<file path="config.mk">
export PLATFORM = sky130hd
export DESIGN_NAME = ram_reader
export DESIGN_NICKNAME = d
export VERILOG_FILES = /design/src/rtl/ram_reader.sv
export SDC_FILE = /design/constraint.sdc
export NUM_CORES = 1
export LEC_CHECK = 0
export BUFFER_PORTS_ARGS = -buffer_cell sky130_fd_sc_hd__buf_4
export CORE_AREA = 2 2 229 231
export DETAILED_ROUTE_END_ITERATION = 8
export DIE_AREA = 0 0 231 233
export GPL_TIMING_DRIVEN = 1
export PLACE_DENSITY = 0.82
export SYNTH_ARGS = -nofsm -noshare
export SYNTH_HDL_FRONTEND = slang
export SYNTH_SLANG_ARGS = --single-unit
</file>
<file path="constraint.sdc">
create_clock -name clk -period 27.8 [get_ports clk]
set_input_delay 5.56 -clock clk [delete_from_list [all_inputs] [get_ports clk]]
set_output_delay 5.56 -clock clk [all_outputs]
set_load 0.01 [all_outputs]
</file>
<file path="src/rtl/ram_reader.sv">
// ram_reader -- streams a burst of words out of a synchronous-read RAM.
//
// A burst is requested with a one-cycle start pulse carrying a base address
// and a word count. The block walks the RAM addresses base, base+1, ...
// (wrapping modulo the RAM depth), captures each returned word into a
// two-entry output FIFO and presents the words in address order on a
// valid/ready stream. A one-cycle done pulse follows the final transfer.
// The block only reads; it never drives the RAM's load port.
//
// Optional feature: define RAM_READER_LAST_EN to add the out_last port,
// which flags the final word of each burst alongside out_valid.
//
// Ports:
//   clk        rising-edge clock
//   rst        asynchronous active-high reset
//   start      one-cycle burst request, sampled only when idle
//   base       first RAM address of the burst (sampled with start)
//   count      number of words to read, 0..2^awidth (sampled with start)
//   ram_addr   address to the RAM's addr port
//   ram_q      RAM read data, valid one cycle after ram_addr is presented
//   out_valid  out_data holds a word
//   out_ready  consumer accepts the word
//   out_data   word read from RAM
//   busy       burst in progress
//   done       one-cycle pulse at the end of a burst
//   out_last   (RAM_READER_LAST_EN only) final word of the burst

`ifndef DATA_LEN
`define DATA_LEN 1
`endif

module ram_reader #(
  parameter int dwidth = 288*`DATA_LEN,
  parameter int awidth = 4
) (
  input  logic              clk,
  input  logic              rst,
  input  logic              start,
  input  logic [awidth-1:0] base,
  input  logic [awidth:0]   count,
  output logic [awidth-1:0] ram_addr,
  input  logic [dwidth-1:0] ram_q,
  output logic              out_valid,
  input  logic              out_ready,
  output logic [dwidth-1:0] out_data,
  output logic              busy,
  output logic              done
`ifdef RAM_READER_LAST_EN
  ,
  output logic              out_last
`endif
);

  typedef enum logic [1:0] {
    IDLE  = 2'd0,
    RUN   = 2'd1,
    DRAIN = 2'd2
  } state_t;

  localparam logic [awidth:0]   cnt_one  = (awidth+1)'(1);
  localparam logic [awidth-1:0] addr_one = awidth'(1);

  state_t            state_q, state_d;
  logic [awidth-1:0] addr_q, addr_d;
  logic              addr_valid_q, addr_valid_d;
  logic [awidth:0]   issue_left_q, issue_left_d;
  logic [awidth:0]   words_left_q, words_left_d;
  logic              inflight_q, inflight_d;
  logic [1:0]        occ_q, occ_d;
  logic              wr_ptr_q, wr_ptr_d;
  logic              rd_ptr_q, rd_ptr_d;
  logic [dwidth-1:0] fifo_q [2];
  logic [dwidth-1:0] fifo_d [2];
  logic              done_q, done_d;

  logic              xfer;
  logic              issue;

  always_comb begin
    state_d      = state_q;
    addr_d       = addr_q;
    addr_valid_d = addr_valid_q;
    issue_left_d = issue_left_q;
    words_left_d = words_left_q;
    occ_d        = occ_q;
    wr_ptr_d     = wr_ptr_q;
    rd_ptr_d     = rd_ptr_q;
    fifo_d       = fifo_q;
    done_d       = 1'b0;

    xfer = (occ_q != 2'd0) && out_ready;

    // A read may be issued when the FIFO has room for everything already
    // requested, or when a word leaves the FIFO in this same cycle. With a
    // single in-flight slot this keeps occupancy at or below two.
    issue = (state_q == RUN) && addr_valid_q &&
            (((occ_q + {1'b0, inflight_q}) < 2'd2) || xfer);

    // The word requested this cycle appears on ram_q next cycle.
    inflight_d = issue;

    case (state_q)
      IDLE: begin
        if (start) begin
          if (count != '0) begin
            state_d      = RUN;
            addr_d       = base;
            // The first RUN cycle only loads the address; reads start on
            // the following cycle, once ram_addr has been stable a cycle.
            addr_valid_d = 1'b0;
            issue_left_d = count;
            words_left_d = count;
          end else begin
            done_d = 1'b1;
          end
        end
      end
      RUN: begin
        addr_valid_d = 1'b1;
        if (issue) begin
          addr_d       = addr_q + addr_one;  // wraps naturally at 2^awidth
          issue_left_d = issue_left_q - cnt_one;
          if (issue_left_q == cnt_one) begin
            state_d      = DRAIN;
            addr_valid_d = 1'b0;
          end
        end
      end
      DRAIN: begin
      end
      default: state_d = IDLE;
    endcase

    // Capture the word returned for last cycle's read.
    if (inflight_q) begin
      fifo_d[wr_ptr_q] = ram_q;
      wr_ptr_d         = ~wr_ptr_q;
    end

    if (xfer) begin
      rd_ptr_d     = ~rd_ptr_q;
      words_left_d = words_left_q - cnt_one;
      // The final transfer always happens in DRAIN, since the final read
      // was issued at least two cycles earlier.
      if (words_left_q == cnt_one) begin
        state_d = IDLE;
        done_d  = 1'b1;
      end
    end

    occ_d = occ_q + {1'b0, inflight_q} - {1'b0, xfer};
  end

  always_ff @(posedge clk or posedge rst) begin
    if (rst) begin
      state_q      <= IDLE;
      addr_q       <= '0;
      addr_valid_q <= 1'b0;
      issue_left_q <= '0;
      words_left_q <= '0;
      inflight_q   <= 1'b0;
      occ_q        <= 2'd0;
      wr_ptr_q     <= 1'b0;
      rd_ptr_q     <= 1'b0;
      fifo_q[0]    <= '0;
      fifo_q[1]    <= '0;
      done_q       <= 1'b0;
    end else begin
      state_q      <= state_d;
      addr_q       <= addr_d;
      addr_valid_q <= addr_valid_d;
      issue_left_q <= issue_left_d;
      words_left_q <= words_left_d;
      inflight_q   <= inflight_d;
      occ_q        <= occ_d;
      wr_ptr_q     <= wr_ptr_d;
      rd_ptr_q     <= rd_ptr_d;
      fifo_q[0]    <= fifo_d[0];
      fifo_q[1]    <= fifo_d[1];
      done_q       <= done_d;
    end
  end

  assign ram_addr  = addr_q;
  assign out_valid = (occ_q != 2'd0);
  assign out_data  = fifo_q[rd_ptr_q];
  assign busy      = (state_q != IDLE);
  assign done      = done_q;

`ifdef RAM_READER_LAST_EN
  // Exactly one word remains to be transferred when the head is the last.
  assign out_last = out_valid && (words_left_q == cnt_one);
`endif

endmodule

</file>
==> out/metrics.yaml <==
routing:
  postRouteAntennaNets: 0
  drt-vias-per-instance: 5.43
  drtIter0Drc: 855
  wl_per_cell_um: 22.0
  vias: 16200
  wirelength_um: 65600
  firstDrtPassIters: 4
  drc: 0
grt:
  grt_max_degree: 197
  track_usage: 0.239
  overflow: 0
  grt_pass1_wl_um: 100000
  antenna_found_initial: 9
  first_global_vias: 17500
clocking:
  post_cts_resized: 0
  clkSinkCount: 599
  cts.root.buffer_cell: "clkbuf_16"
  h-tree-depth: 2
  insertion_delay_ps: 630
  clkTransAtPathRegs_ps: 60
  ctsHoldBuffers: 0
  clockBufferDepth: 3
  post_cts_buffers: 0
  cts_made_buffers: 61
  cts_tree: "built"
finish:
  drive_above_1_share: 0.694
  syn_to_final_growth_pct: 27.3
  final_cells: 2980
  final_nets: 2548
  multiInputGateArea_um2: 10500
  n_fill_cell: 3673
  final_util: 0.647
  fin_area_um2: 33100
  ff_latch_area_um2: 15000
floorplanning:
  io_pins: 596
  dieHeight_um: 233
  rows: 83
  die_w_um: 231
  dieArea_um2: 53800
  start_util: 0.508
  core_um2: 51100
worst_setup_path:
  r2r_slack_ps: 23860
  arrival_ps: 4110
  crit_fanout: 77
  crit_required_ps: 22240
  worst-setup-path-type: "reg -> out"
  startpoint_type: "flop"
  crit_path_end_kind: "primary output"
timing:
  relSlewSlack: 0.203
  finalCritPeriodShare: 0.348
  period_minus_slack_ps: 9670
  finClkSkew_ps: 25.7
  hold_viol_final: 0
  rsz0062_at_grt: "false"
  clock.fmax_mhz: 103
  final-setup-viol-count: 0
  slew_viol_final: 0
  tns_ps: 0
  worst_pin_slew_ps: 1200
synth:
  synth-edff-count: 0
  ys_async_sr_fraction: 1.00
  syn_nets: 1977
  synth.area.top_cells: "dfrtp_1 (58%), mux2_2 (37%), buf_2 (1.5%)"
  synth_seq_cells: 599
  synth_top_area_frac: 0.577
  synth_flop_cell: "dfrtp_1"
  synth_common_cells: "mux2_2 (864), dfrtp_1 (599), buf_2 (78)"
  ys_warn_count: 0
  yosysUniqueCellTypes: 41
  yosysMostFrequentCell: "mux2_2"
  syn_area_um2: 26000
  syn_inst: 1669
  avgSynthCellArea_um2: 15.6
  seq_area_frac_synth: 0.577
  synth_area_leader_cell: "dfrtp_1"
placed_design:
  dpl.cell_count: 2857
  dpl_cell_area_um2: 31000
  port_buffers: 595
  hpwlAfterDp_um: 45100
  gp_congestion: 0.941
min_path:
  min_path_type: "reg -> reg"
run:
  drv_cap: 0
power_and_ir_drop:
  ir_worst_vdd_mv: 0.0950
  power_density_nw_per_um2: 141
  p_leak_nw: 14.7
status:
  status: "finished clean"
## logic make-up after synthesis
kind of cell               Yosys count  share of synthesized area
adders and majority gates            7                    0.00337
buffers and inverters              109                     0.0198
muxes                              865                      0.375
AOI/OAI and AO/OA                   38                     0.0131
xor gates and xnor gates             7                    0.00236
and+or+nand+nor                     44                    0.00954
DFF                                599                      0.577
## critical path: stages (launching register included)
cell and delay [ps]:
dfrtp_4 990, buf_4 930, buf_4 840, mux2_2 430
buf_4 150
## metrics by stage
stage	worst slack (ps)	power, mW	hold WS, ps
finish	18130	4.66	498
global route	17950	4.91	511
CTS	18130	4.69	501
detailed placement	18800	3.84	487
global placement	18880	3.76	481
floorplan	5470	2.96	463
## layout make-up
class	count	area share
Timing Repair Buffer	607	0.139
Sequential cell	599	0.453
Clock buffer	95	0.0573
Inverter	10	0.00136
Antenna cell	9	0.000681
Clock inverter	19	0.00548
Multi-Input combinational cell	961	0.317
Tap cell	680	0.0257
## metal layers
metal	track usage	vias up	wire length, um
met2	0.404	506	32900
li1	-	7164	-
met1	0.283	8378	25200
met5	0	-	0
met4	0.0942	0	2350
met3	0.0773	122	5100
## cell usage in the layout, fill, tap and decap left out, drive strengths merged, types with 2 or more instances in the layout
master | Yosys | layout
a21oi | 11 | 11
a221oi | 4 | 4
buf | 84 | 607
bufinv | 0 | 3
clkbuf | 15 | 95
clkinv | 0 | 15
dfrtp | 599 | 599
diode | 0 | 9
ha | 7 | 7
inv | 10 | 11
mux2 | 864 | 864
nand2 | 9 | 9
nand2b | 2 | 2
nand3 | 10 | 10
nor2 | 8 | 8
nor2b | 3 | 3
nor3 | 3 | 3
o211ai | 4 | 4
o21ai | 6 | 6
o2bb2a | 5 | 5
or2 | 2 | 2
xnor2 | 5 | 5
xor2 | 2 | 2
## power breakdown
part / switching (mW) / total, mW / internal [mW]
Sequential: 0.259 / 1.59 / 1.33
Combinational: 0.946 / 2.24 / 1.29
Clock: 0.336 / 0.831 / 0.494
Total: 1.54 / 4.66 / 3.12
## state kept, by name, indices dropped and copies added, names as in the netlist, 2 cells and up
name,cells
occ_q,2
fifo_q,576
state_q,2
ram_addr,4
issue_left_q,5
words_left_q,5
## worst paths after layout
check	from	endpoint	depth (start not counted)
worst max-delay path	rd_ptr_q	out_data[104]	4
worst min-delay path	fifo_q[43]	fifo_q[43]	1
worst max register to register	inflight_q	fifo_q[382]	5
worst min register to register	fifo_q[43]	fifo_q[43]	1
max in group asynchronous	rst	fifo_q[538]	3
min in group asynchronous	rst	fifo_q[87]	2
No activity file was read; power rests on OpenSTA's default activity.
